<file path="src/rtl/dvp_pattern_gen_if.sv">
`default_nettype none
// ============================================================================
// dvp_pattern_gen_if
// ----------------------------------------------------------------------------
// DVP camera bus as seen between a sensor (or its stand-in) and the capture
// path.
//   VSYNC      : frame sync, low during the sync lines
//   HREF       : line valid, high while D carries pixel bytes
//   D[7:0]     : pixel byte, RGB565 high byte first
//   frame_done : one-cycle pulse on the last cycle of a frame
// Modports: master (transmitter side), slave (capture side).
// Revision: 1.0 - initial release
// ============================================================================
interface dvp_pattern_gen_if;
  logic       VSYNC;
  logic       HREF;
  logic [7:0] D;
  logic       frame_done;

  modport master (output VSYNC, output HREF, output D, output frame_done);
  modport slave  (input  VSYNC, input  HREF, input  D, input  frame_done);
endinterface
`default_nettype wire

</file>
<file path="src/rtl/dvp_pattern_gen.sv">
`default_nettype none
// ============================================================================
// dvp_pattern_gen
// ----------------------------------------------------------------------------
// Synthetic OV2640-style DVP transmitter. Produces VSYNC/HREF timing and an
// RGB565 byte stream (high byte first) carrying a selectable test pattern,
// used in place of the sensor to drive the capture path.
// Ports:
//   PCLK        : byte clock
//   n_rst       : asynchronous active-low reset
//   enable      : run frames, sampled only at frame boundaries
//   pattern_sel : 0 colour bars, 1 grey ramp, 2 checkerboard, 3 solid colour
//   solid_rgb   : RGB565 value for pattern 3
//   frame_cnt   : completed-frame counter (only with DVP_GEN_FRAME_CNT_EN)
//   bus         : DVP bus (VSYNC, HREF, D, frame_done), master side
// Optional feature macro: DVP_GEN_FRAME_CNT_EN adds frame_cnt and stamps
// its value into pixel (0,0) of each frame.
// Revision: 1.0 - initial release
// ============================================================================
module dvp_pattern_gen #(
  parameter int H_ACTIVE = 640,
  parameter int V_ACTIVE = 480,
  parameter int H_BLANK  = 144,
  parameter int VS_LINES = 3,
  parameter int V_BACK   = 17,
  parameter int V_FRONT  = 10
) (
  input  wire logic        PCLK,
  input  wire logic        n_rst,
  input  wire logic        enable,
  input  wire logic [1:0]  pattern_sel,
  input  wire logic [15:0] solid_rgb,
`ifdef DVP_GEN_FRAME_CNT_EN
  output logic [15:0]      frame_cnt,
`endif
  dvp_pattern_gen_if.master bus
);

  localparam int LINE_LEN    = 2 * H_ACTIVE + H_BLANK;
  localparam int TOTAL_LINES = VS_LINES + V_BACK + V_ACTIVE + V_FRONT;
  localparam int HW          = $clog2(LINE_LEN);
  localparam int VW          = (TOTAL_LINES > 1) ? $clog2(TOTAL_LINES) : 1;
  localparam int BAR_W       = H_ACTIVE / 8;
  localparam logic [HW-1:0] H_LAST      = HW'(LINE_LEN - 1);
  localparam logic [HW-1:0] H_ACT_BYTES = HW'(2 * H_ACTIVE);

  typedef enum logic [2:0] {
    S_IDLE   = 3'd0,
    S_SYNC   = 3'd1,
    S_BACK   = 3'd2,
    S_ACTIVE = 3'd3,
    S_FRONT  = 3'd4
  } state_t;

  state_t        state;
  logic [HW-1:0] h;
  logic [VW-1:0] v;       // line index within the current region
  logic [1:0]    pat;     // pattern_sel latched at SYNC entry
  logic [15:0]   solid;   // solid_rgb latched at SYNC entry

  logic [VW-1:0] v_last;
  logic          line_end;
  logic          region_end;
  logic          frame_end;
  logic          href_next;
  logic [15:0]   x;
  logic [2:0]    bar;
  logic          y4;
  logic [15:0]   pixel;
  logic [7:0]    byte_out;

  // Last line index of the region the FSM is currently in.
  always_comb begin
    v_last = '0;
    case (state)
      S_SYNC:   v_last = VW'(VS_LINES - 1);
      S_BACK:   v_last = VW'(V_BACK - 1);
      S_ACTIVE: v_last = VW'(V_ACTIVE - 1);
      S_FRONT:  v_last = VW'(V_FRONT - 1);
      default:  v_last = '0;
    endcase
  end

  assign line_end   = (h == H_LAST);
  assign region_end = line_end && (v == v_last);
  assign frame_end  = (state == S_FRONT) && region_end;
  assign href_next  = (state == S_ACTIVE) && (h < H_ACT_BYTES);

  assign x   = 16'(h) >> 1;
  assign bar = 3'(x / 16'(BAR_W));

  // Checkerboard needs y[4]; small frames have no such bit.
  if (VW > 4) begin : g_y4
    assign y4 = v[4];
  end else begin : g_y4_zero
    assign y4 = 1'b0;
  end

`ifdef DVP_GEN_FRAME_CNT_EN
  logic [15:0] cnt_latched;
  logic [15:0] cnt_next;

  // When a frame ends back-to-back, the counter increments on the same edge
  // that re-enters SYNC, so the stamped value must be the incremented one.
  assign cnt_next = frame_end ? frame_cnt + 16'd1 : frame_cnt;
`endif

  always_comb begin
    pixel = 16'h0000;
    case (pat)
      2'd0: begin
        case (bar)
          3'd0:    pixel = 16'hFFFF;
          3'd1:    pixel = 16'hFFE0;
          3'd2:    pixel = 16'h07FF;
          3'd3:    pixel = 16'h07E0;
          3'd4:    pixel = 16'hF81F;
          3'd5:    pixel = 16'hF800;
          3'd6:    pixel = 16'h001F;
          default: pixel = 16'h0000;
        endcase
      end
      2'd1:    pixel = {x[7:3], x[7:2], x[7:3]};
      2'd2:    pixel = (x[4] ^ y4) ? 16'hFFFF : 16'h0000;
      default: pixel = solid;
    endcase
`ifdef DVP_GEN_FRAME_CNT_EN
    if ((v == '0) && (h[HW-1:1] == '0)) begin
      pixel = cnt_latched;
    end
`endif
  end

  assign byte_out = h[0] ? pixel[7:0] : pixel[15:8];

  always_ff @(posedge PCLK or negedge n_rst) begin
    if (!n_rst) begin
      state          <= S_IDLE;
      h              <= '0;
      v              <= '0;
      pat            <= 2'd0;
      solid          <= 16'h0000;
      bus.VSYNC      <= 1'b0;
      bus.HREF       <= 1'b0;
      bus.D          <= 8'h00;
      bus.frame_done <= 1'b0;
`ifdef DVP_GEN_FRAME_CNT_EN
      frame_cnt      <= 16'h0000;
      cnt_latched    <= 16'h0000;
`endif
    end else begin
      bus.VSYNC      <= (state != S_IDLE) && (state != S_SYNC);
      bus.HREF       <= href_next;
      bus.D          <= href_next ? byte_out : 8'h00;
      bus.frame_done <= frame_end;
`ifdef DVP_GEN_FRAME_CNT_EN
      if (frame_end) begin
        frame_cnt <= frame_cnt + 16'd1;
      end
`endif

      if (state == S_IDLE) begin
        h <= '0;
        v <= '0;
      end else if (line_end) begin
        h <= '0;
        v <= region_end ? '0 : v + 1'b1;
      end else begin
        h <= h + 1'b1;
      end

      case (state)
        S_IDLE: begin
          if (enable) begin
            state <= S_SYNC;
            pat   <= pattern_sel;
            solid <= solid_rgb;
`ifdef DVP_GEN_FRAME_CNT_EN
            cnt_latched <= cnt_next;
`endif
          end
        end
        S_SYNC:   if (region_end) state <= S_BACK;
        S_BACK:   if (region_end) state <= S_ACTIVE;
        S_ACTIVE: if (region_end) state <= S_FRONT;
        S_FRONT: begin
          if (region_end) begin
            if (enable) begin
              state <= S_SYNC;
              pat   <= pattern_sel;
              solid <= solid_rgb;
`ifdef DVP_GEN_FRAME_CNT_EN
              cnt_latched <= cnt_next;
`endif
            end else begin
              state <= S_IDLE;
            end
          end
        end
        default: state <= S_IDLE;
      endcase
    end
  end

endmodule
`default_nettype wire

</file>
<file path="src/flat_wrapper.sv">
// flat-port wrapper written by rule: the top's interface ports become plain ports
module dvp_pattern_gen_flat 
#(
  parameter int H_ACTIVE = 640,
  parameter int V_ACTIVE = 480,
  parameter int H_BLANK  = 144,
  parameter int VS_LINES = 3,
  parameter int V_BACK   = 17,
  parameter int V_FRONT  = 10
)
  (PCLK, n_rst, enable, pattern_sel, solid_rgb, bus_VSYNC, bus_HREF, bus_D, bus_frame_done);
  dvp_pattern_gen_if bus_i ();
  input  wire logic PCLK;
  input  wire logic n_rst;
  input  wire logic enable;
  input  wire logic [1:0] pattern_sel;
  input  wire logic [15:0] solid_rgb;
  output wire logic [$bits(bus_i.VSYNC)-1:0] bus_VSYNC;
  output wire logic [$bits(bus_i.HREF)-1:0] bus_HREF;
  output wire logic [$bits(bus_i.D)-1:0] bus_D;
  output wire logic [$bits(bus_i.frame_done)-1:0] bus_frame_done;
  assign bus_VSYNC = bus_i.VSYNC;
  assign bus_HREF = bus_i.HREF;
  assign bus_D = bus_i.D;
  assign bus_frame_done = bus_i.frame_done;
  dvp_pattern_gen #(.H_ACTIVE(H_ACTIVE), .V_ACTIVE(V_ACTIVE), .H_BLANK(H_BLANK), .VS_LINES(VS_LINES), .V_BACK(V_BACK), .V_FRONT(V_FRONT)) u_core (.PCLK(PCLK), .n_rst(n_rst), .enable(enable), .pattern_sel(pattern_sel), .solid_rgb(solid_rgb), .bus(bus_i));
endmodule
</file>
<file path="config.mk">
export PLATFORM = sky130hd
export DESIGN_NAME = dvp_pattern_gen_flat
export DESIGN_NICKNAME = d
export VERILOG_FILES = /design/src/rtl/dvp_pattern_gen_if.sv /design/src/rtl/dvp_pattern_gen.sv /design/src/flat_wrapper.sv
export SDC_FILE = /design/constraint.sdc
export NUM_CORES = 1
export LEC_CHECK = 0
export BUFFER_PORTS_ARGS = -buffer_cell sky130_fd_sc_hd__buf_2
export CORE_MARGIN = 2
export CORE_UTILIZATION = 60
export CTS_CLUSTER_SIZE = 14
export DETAILED_ROUTE_END_ITERATION = 8
export GPL_TIMING_DRIVEN = 0
export PLACE_DENSITY_LB_ADDON = 0.2
export SKIP_LAST_GASP = 1
export SLEW_MARGIN = 20
export SYNTH_ARGS = -nofsm -noshare
export SYNTH_HDL_FRONTEND = slang
export SYNTH_SLANG_ARGS = --single-unit
</file>
<file path="constraint.sdc">
create_clock -name PCLK -period 5.7 [get_ports PCLK]
set_clock_uncertainty 0.2 [all_clocks]
set_input_delay 1.14 -clock PCLK [delete_from_list [all_inputs] [get_ports PCLK]]
set_output_delay 1.14 -clock PCLK [all_outputs]
set_load 0.03 [all_outputs]
</file>
==> results.yml, run 1 <==
outcome:
  outcome: "completed"
layout:
  area_growth_pct: 12.34
  seqCellArea_um2: 1301
  fill_cells: 389
  layout.nets: 368
  drive_above_1_share: 0.2370
  num_antenna_cells: 0
  multi_input_comb_area_um2: 1555
power_and_ir_drop:
  p_int_uw: 507.8
  share_seq_of_total_power: 0.576
  clock_power_share: 0.400
  logic_pwr_share: 0.024
  worst_ir_drop_on_vdd_mv: 0.1279
  switching_share: 0.2061
  overall_power_of_the_completed_layout_uw: 639.7
  cellPowerDensity_nw_per_um2: 189.7
  leakagePower_nw: 1.593
  net_switching_power_of_the_design_uw: 131.9
sta:
  final_max_slew_viol_count: 0
  slew_headroom: 0.6202
  fmaxAchievable_mhz: 337.5
  setup_violations: 0
  tightestPinTransition_ns: 0.5692
  timing.setup.tns_ns: 0
  finalWorstPathRequiredPeriod_ns: 2.963
  hold_ws_ns: 0.3161
  report.final.hold_viol_count: 0
  finalCritPeriodShare: 0.5198
  unrepaired_setup_endpoints_after_global_routing: "false"
hold_path:
  hp-start: "u_core.solid[3]$_DFFE_PN0P_"
  path_class_of_the_lowest_slack_min_delay_path: "register to register"
  min_delay_path_depth: 1
  timing.hold.worst_endpoint: "u_core.solid[3]$_DFFE_PN0P_"
global_route:
  first_pass_grt_wire_length_mm: 10.47
  grt_max_degree: 34
  grt.total_usage: 0.2418
  grt_antenna_before_repair: 0
  grt_pass1_vias: 2340
  grt.overflow.total: 0
die:
  coreArea_um2: 4786
  die_area_um2: 5585
  floorplan.io_pins: 32
  die_height_um: 74.73
  initial_utilization: 0.6272
  die_w_um: 74.73
  core.rowCount: 25
placed_design:
  placement.io_buffers: 31
  place_congestion: 0.8691
  dp_hpwl_mm: 4.707
synthesis:
  synth_most_common_cell: "dfrtp_1"
  yosysUniqueCellTypes: 61
  synth_top_cells_by_area: "dfrtp_1 43%, mux2_4 5.5%, nor2_1 5.4%, mux2_2 4.5%, a21oi_1 3.3%"
  synth_enable_flop_cells: 0
  synth-main-ff-cell: "dfrtp_1"
  syn-num-nets: 329
  synthTopCellsByCount: "52 x dfrtp_1, 43 x nor2_1, 22 x nand2_1, 20 x a21oi_1"
  post-synth-top-area-fraction: 0.4335
  async_s_r_ff_share_synth: 1.000
  seq_area_frac_synth: 0.4335
  syn_inst: 306
  synthesis.area_per_instance_um2: 9.809
  ys_seq_elements: 52
  post-synth-top-area-cell: "dfrtp_1"
  netlist_area_um2: 3002
  yosys_warnings: 0
flow_run:
  drv_cap: 0
worst_setup_path:
  worst_path_max_stage_delay_ns: 0.48
  critical_path.slowest_cell: "dfrtp_1"
  reg2reg_setup_slack_ns: 2.74
  cells_along_the_critical_path: "ha_1, and3_1, nand4b_2, nor3_2, o211ai_2, a21oi_4, buf_12, mux2_4"
  required_ns: 5.69
  timing.critical_path.to_type: "register"
  largest_fanout_on_the_critical_path: 10
  cp-start-kind: "register"
  critical_path.reg2reg.startpoint: "u_core.h[0]$_DFF_PN0_"
  critical_path_arrival_ns: 2.95
  reg2regPathDepth: 8
  critPathKind: "register to register"
  r2r_end: "u_core.pat[1]$_DFFE_PN0P_"
routing:
  route.vias.total: 2403
  detailedRoute.firstPassIterationCount: 4
  drtIter0Drc: 138
  drc: 0
  detail_routed_via_count_per_cell: 5.818
  postRouteAntennaNets: 0
  wl_per_cell_um: 15.61
  drt-total-wl_mm: 6.447
clock_tree:
  cts_num_sinks: 52
  cts.root.buffer_cell: "clkbuf_8"
  cts_max_path_buffers: 2
  post_cts_resize_count: 0
  cts_tree: "done"
  clock_latency_ns: 0.30
  cts_hold_buf: 0
  cts-buffers-inserted: 5
  postCtsSetupRepairBufs: 0
  cts_max_level: 2
  worst_setup_hold_path_clk_slew_ns: 0.10
-- power groups by stage --
stage               registers (mW)  clock network (mW)  logic, mW
CTS                          0.369               0.257     0.0163
detailed placement           0.376                   0     0.0163
global placement             0.376                   0     0.0141
global route                 0.369               0.276     0.0178
finish                       0.369               0.256     0.0155
floorplan                    0.376                   0   0.000608
-- per-layer routing --
metal / GRT usage / wire length, um / part of all wire
met1: 0.3186 / 2902 / 0.45
met2: 0.4081 / 3248 / 0.50
met3: 0.03347 / 196 / 0.030
met4: 0.09127 / 100 / 0.016
met5: 0 / 0 / 0
-- worst max-delay path by stage --
stage | start | slack [ns] | cells past startpoint | to
global placement | u_core.h[0]$_DFF_PN0_ | 2.80 | 8 | u_core.pat[1]$_DFFE_PN0P_
finish | u_core.h[0]$_DFF_PN0_ | 2.74 | 8 | u_core.pat[1]$_DFFE_PN0P_
detailed placement | u_core.h[0]$_DFF_PN0_ | 2.79 | 8 | u_core.solid[8]$_DFFE_PN0P_
global route | u_core.h[0]$_DFF_PN0_ | 2.59 | 8 | u_core.pat[1]$_DFFE_PN0P_
CTS | u_core.h[0]$_DFF_PN0_ | 2.76 | 8 | u_core.pat[1]$_DFFE_PN0P_
floorplan | u_core.h[0]$_DFF_PN0_ | 3.21 | 8 | u_core.pat[0]$_DFFE_PN0P_
-- logic make-up after synthesis --
kind of cell               Yosys count  synth area share
xor gates and xnor gates            15           0.04377
buffers and inverters               28           0.04835
DFF                                 52            0.4335
and+or+nand+nor                    122            0.2109
muxes                               24            0.1034
AOI/OAI and AO/OA                   63            0.1517
adders and majority gates            2          0.008335
-- area by class of cell --
class / instances / share of cell area
Buffer: 19 / 0.03302
Clock buffer: 6 / 0.02152
Clock inverter: 2 / 0.01150
Inverter: 9 / 0.01002
Multi-Input combinational cell: 226 / 0.4612
Sequential cell: 52 / 0.3859
Tap cell: 67 / 0.02486
Timing Repair Buffer: 32 / 0.05195
-- state kept, by name, summed over array words and instances (netlist names) --
| name | cells |
|---|---|
| u_core.solid | 16 |
| u_core.h | 11 |
| u_core.v | 9 |
| u_core.bus.D | 8 |
| u_core.state | 3 |
| u_core.pat | 2 |
| u_core.bus.HREF | 1 |
| u_core.bus.VSYNC | 1 |
| u_core.bus.frame_done | 1 |
-- through the flow --
stage                     utilization  instances  setup WS [ns]  area (um^2)
after floorplan                     -        306          3.206         3002
after global placement         0.6771        404          2.802         3241
after detailed placement       0.6813        405          2.792         3261
after CTS                      0.7046        413          2.757         3372
after global routing           0.7046        413          2.593         3372
final                          0.7046        413          2.737         3372
-- critical path, delay by kind of cell, from the launching register on --
kind                     cells  cell delay (ns)
multiplexers                 1             0.30
AO/OA/AOI/OAI                2             0.60
AND/OR/NAND/NOR              3             0.81
flip-flops                   1             0.48
adder cells (fa/ha/maj)      1             0.24
buffers and inverters        1             0.21
-- cell usage in the layout (no fill, tap or decap), drive strengths merged, types with 14 or more instances in the layout --
master / instances
nand2: 22
mux2: 23
o21ai: 14
clkbuf: 17
dfrtp: 52
buf: 40
nor3: 15
a21oi: 21
nor2: 43
(Power assumes the default switching activity.)
==> run 2, diff against run 1 <==
--- a/config.mk
+++ b/config.mk
@@ -7,7 +7,7 @@
 export LEC_CHECK = 0
 export BUFFER_PORTS_ARGS = -buffer_cell sky130_fd_sc_hd__buf_2
 export CORE_MARGIN = 2
-export CORE_UTILIZATION = 60
+export CORE_UTILIZATION = 59
 export CTS_CLUSTER_SIZE = 14
 export DETAILED_ROUTE_END_ITERATION = 8
 export GPL_TIMING_DRIVEN = 0
==> constraint.sdc (replaced) <==
create_clock -name PCLK -period 2.8 [get_ports PCLK]
set_clock_uncertainty 0.2 [all_clocks]
set_input_delay 0.56 -clock PCLK [delete_from_list [all_inputs] [get_ports PCLK]]
set_output_delay 0.56 -clock PCLK [all_outputs]
set_load 0.03 [all_outputs]
==> run 2 against run 1 <==
Wire length is 2.2% higher; worst setup slack worse by 2.5 ns; flip-flop and latch count stayed put; critical endpoint is now u_core.solid[3]$_DFFE_PN0P_.
==> results.yml, run 2 (same netlist as run 1, synthesis figures left out) <==
power_and_ir_drop:
  worst_ir_drop_on_vdd_mv: 0.2936
  share_seq_of_total_power: 0.544
  leakagePower_nw: 1.630
  p_int_mw: 1.113
  logic_pwr_share: 0.021
  cellPowerDensity_nw_per_um2: 402.7
  net_switching_power_of_the_design_uw: 267.2
  overall_power_of_the_completed_layout_mw: 1.380
  switching_share: 0.1936
  clock_power_share: 0.435
routing:
  drtIter0Drc: 205
  postRouteAntennaNets: 0
  detailedRoute.firstPassIterationCount: 4
  route.vias.total: 2437
  wl_per_cell_um: 15.84
  detail_routed_via_count_per_cell: 5.858
  drt-total-wl_mm: 6.591
  drc: 0
sta:
  final_critical_path_setup_slack_ns: 0.2177
  report.final.hold_viol_count: 0
  finalWorstPathRequiredPeriod_ns: 2.582
  setup_violations: 0
  fmaxAchievable_mhz: 387.3
  unrepaired_setup_endpoints_after_global_routing: "false"
  final_max_slew_viol_count: 0
  tightestPinTransition_ns: 0.6420
  finalCritPeriodShare: 0.9223
  timing.setup.tns_ns: 0
  slew_headroom: 0.5720
layout:
  drive_above_1_share: 0.2521
  largest_reg_flops: 16
  layout.cell_area.non_filler_um2: 3427
  layout.nets: 372
  reg_top3: "u_core.solid: 16 flops, u_core.h: 11 flops, u_core.v: 9 flops"
  utilization: 0.7114
  commonest_non_fill_non_tap_cell_in_the_layout: "dfrtp_1"
  regMostFlops: "u_core.solid"
  layout_common_cells: "51 x dfrtp_1, 43 x nor2_1, 33 x buf_2, 22 x nand2_1, 20 x a21oi_1"
  fill_cells: 387
  multi_input_comb_area_um2: 1572
  num_antenna_cells: 0
  seqCellArea_um2: 1303
  area_growth_pct: 14.17
global_route:
  grt_max_degree: 53
  grt_max_usage_layer: "met2"
  global_route.usage.met3: 0.03704
  grt_antenna_before_repair: 0
  grt.total_usage: 0.2451
  grt_util_met1: 0.3411
  grt.overflow.total: 0
  first_pass_grt_wire_length_mm: 10.53
  global_route.usage.met2: 0.3913
  grt_pass1_vias: 2224
worst_setup_path:
  critical_path_arrival_ns: 2.58
  timing.critical_path.to_type: "register"
  worst_path_max_stage_delay_ns: 0.43
  critical_path.slowest_cell: "dfrtp_2"
  cells_along_the_critical_path: "ha_1, and3_2, nand4b_4, nor3_4, o211ai_2, a21oi_4, buf_4, mux2_2"
  required_ns: 2.80
  critPathKind: "register to register"
  cp-start-kind: "register"
  largest_fanout_on_the_critical_path: 7
clock_tree:
  cts-buffers-inserted: 5
  clock_latency_ns: 0.31
  cts_max_path_buffers: 2
  cts.root.buffer_cell: "clkbuf_8"
  cts_num_sinks: 52
  cts_hold_buf: 0
  cts_tree: "done"
  cts_max_level: 2
  worst_setup_hold_path_clk_slew_ns: 0.09
placed_design:
  placement.io_buffers: 31
  place_congestion: 0.9062
  dp_hpwl_mm: 4.565
  dp_slack_ns: -0.1182
  detailed_place.area_um2: 3243
flow_run:
  drv_cap: 0
die:
  floorplan.io_pins: 32
  die_height_um: 75.33
  initial_utilization: 0.6231
  coreArea_um2: 4817
  die_w_um: 75.33
  core.rowCount: 25
  die_area_um2: 5674
hold_path:
  path_class_of_the_lowest_slack_min_delay_path: "input pin to asynchronous set/reset pin"
outcome:
  outcome: "completed"
-- run 2: cell types whose count changed in the layout (fill, tap and decap cells not counted), sizes merged --
cell    before  now
clkbuf      17   16
bufinv       1    2
inv         10    9
buf         40   44
-- run 2: layout make-up --
| cell class | instances | area share |
|---|---|---|
| plain buffers | 19 | 0.03249 |
| flip-flops and latches | 52 | 0.3801 |
| clock inverters | 2 | 0.01752 |
| well taps | 67 | 0.02446 |
| repair buffers | 36 | 0.05695 |
| multi-input cells | 226 | 0.4586 |
| clock buffers | 5 | 0.02008 |
| inverters | 9 | 0.009858 |
-- run 2: path summary, 6_finish.rpt --
path / start / to / slack [ns] / cells past startpoint
setup / recovery: u_core.h[0]$_DFF_PN0_ / u_core.solid[3]$_DFFE_PN0P_ / 0.22 / 8
hold / removal: n_rst / u_core.h[5]$_DFF_PN0_ / 0.07 / 1
setup reg to reg: u_core.h[0]$_DFF_PN0_ / u_core.solid[3]$_DFFE_PN0P_ / 0.22 / 8
hold reg to reg: u_core.solid[2]$_DFFE_PN0P_ / u_core.solid[2]$_DFFE_PN0P_ / 0.32 / 1
max in group asynchronous: n_rst / u_core.h[0]$_DFF_PN0_ / 1.87 / 1
min in group PCLK: solid_rgb[13] / u_core.solid[13]$_DFFE_PN0P_ / 0.28 / 2
-- run 2: timing repair --
item                       in CTS  in global routing
resized for setup               0                  4
setup buffers                   2                  3
setup endpoints to repair      18                 19
pin swaps                       1                  1
-- run 2: power by group through the flow --
stage | clock (mW) | sequential, mW | combinational [mW]
3_3_place_gp | 0 | 0.765 | 0.0289
4_1_cts | 0.608 | 0.750 | 0.0302
3_5_place_dp | 0 | 0.765 | 0.0303
5_1_grt | 0.633 | 0.750 | 0.0331
6_report | 0.601 | 0.750 | 0.0289
2_1_floorplan | 0 | 0.765 | 0.00124
-- run 2: stage by stage --
| stage | hold slack (ns) | std cells |
|---|---|---|
| 2_1_floorplan | 0.06441 | 306 |
| 3_3_place_gp | 0.2831 | 404 |
| 3_5_place_dp | 0.2977 | 404 |
| 4_1_cts | 0.08972 | 413 |
| 5_1_grt | 0.1177 | 416 |
| 6_report | 0.06531 | 416 |
-- run 2: layer usage --
layer	part of all wire	vias to the layer above
met2	0.49	81
met3	0.039	10
li1	-	1170
met4	0.018	0
met1	0.45	1176
met5	0	-
-- run 2: worst max-delay path: cells and delay by family, from the launching register on --
family                     cells  cell delay, ns
adders and majority gates      1            0.22
and+or+nand+nor                3            0.69
buffers and inverters          1            0.19
DFF                            1            0.43
muxes                          1            0.34
AOI/OAI and AO/OA              2            0.41
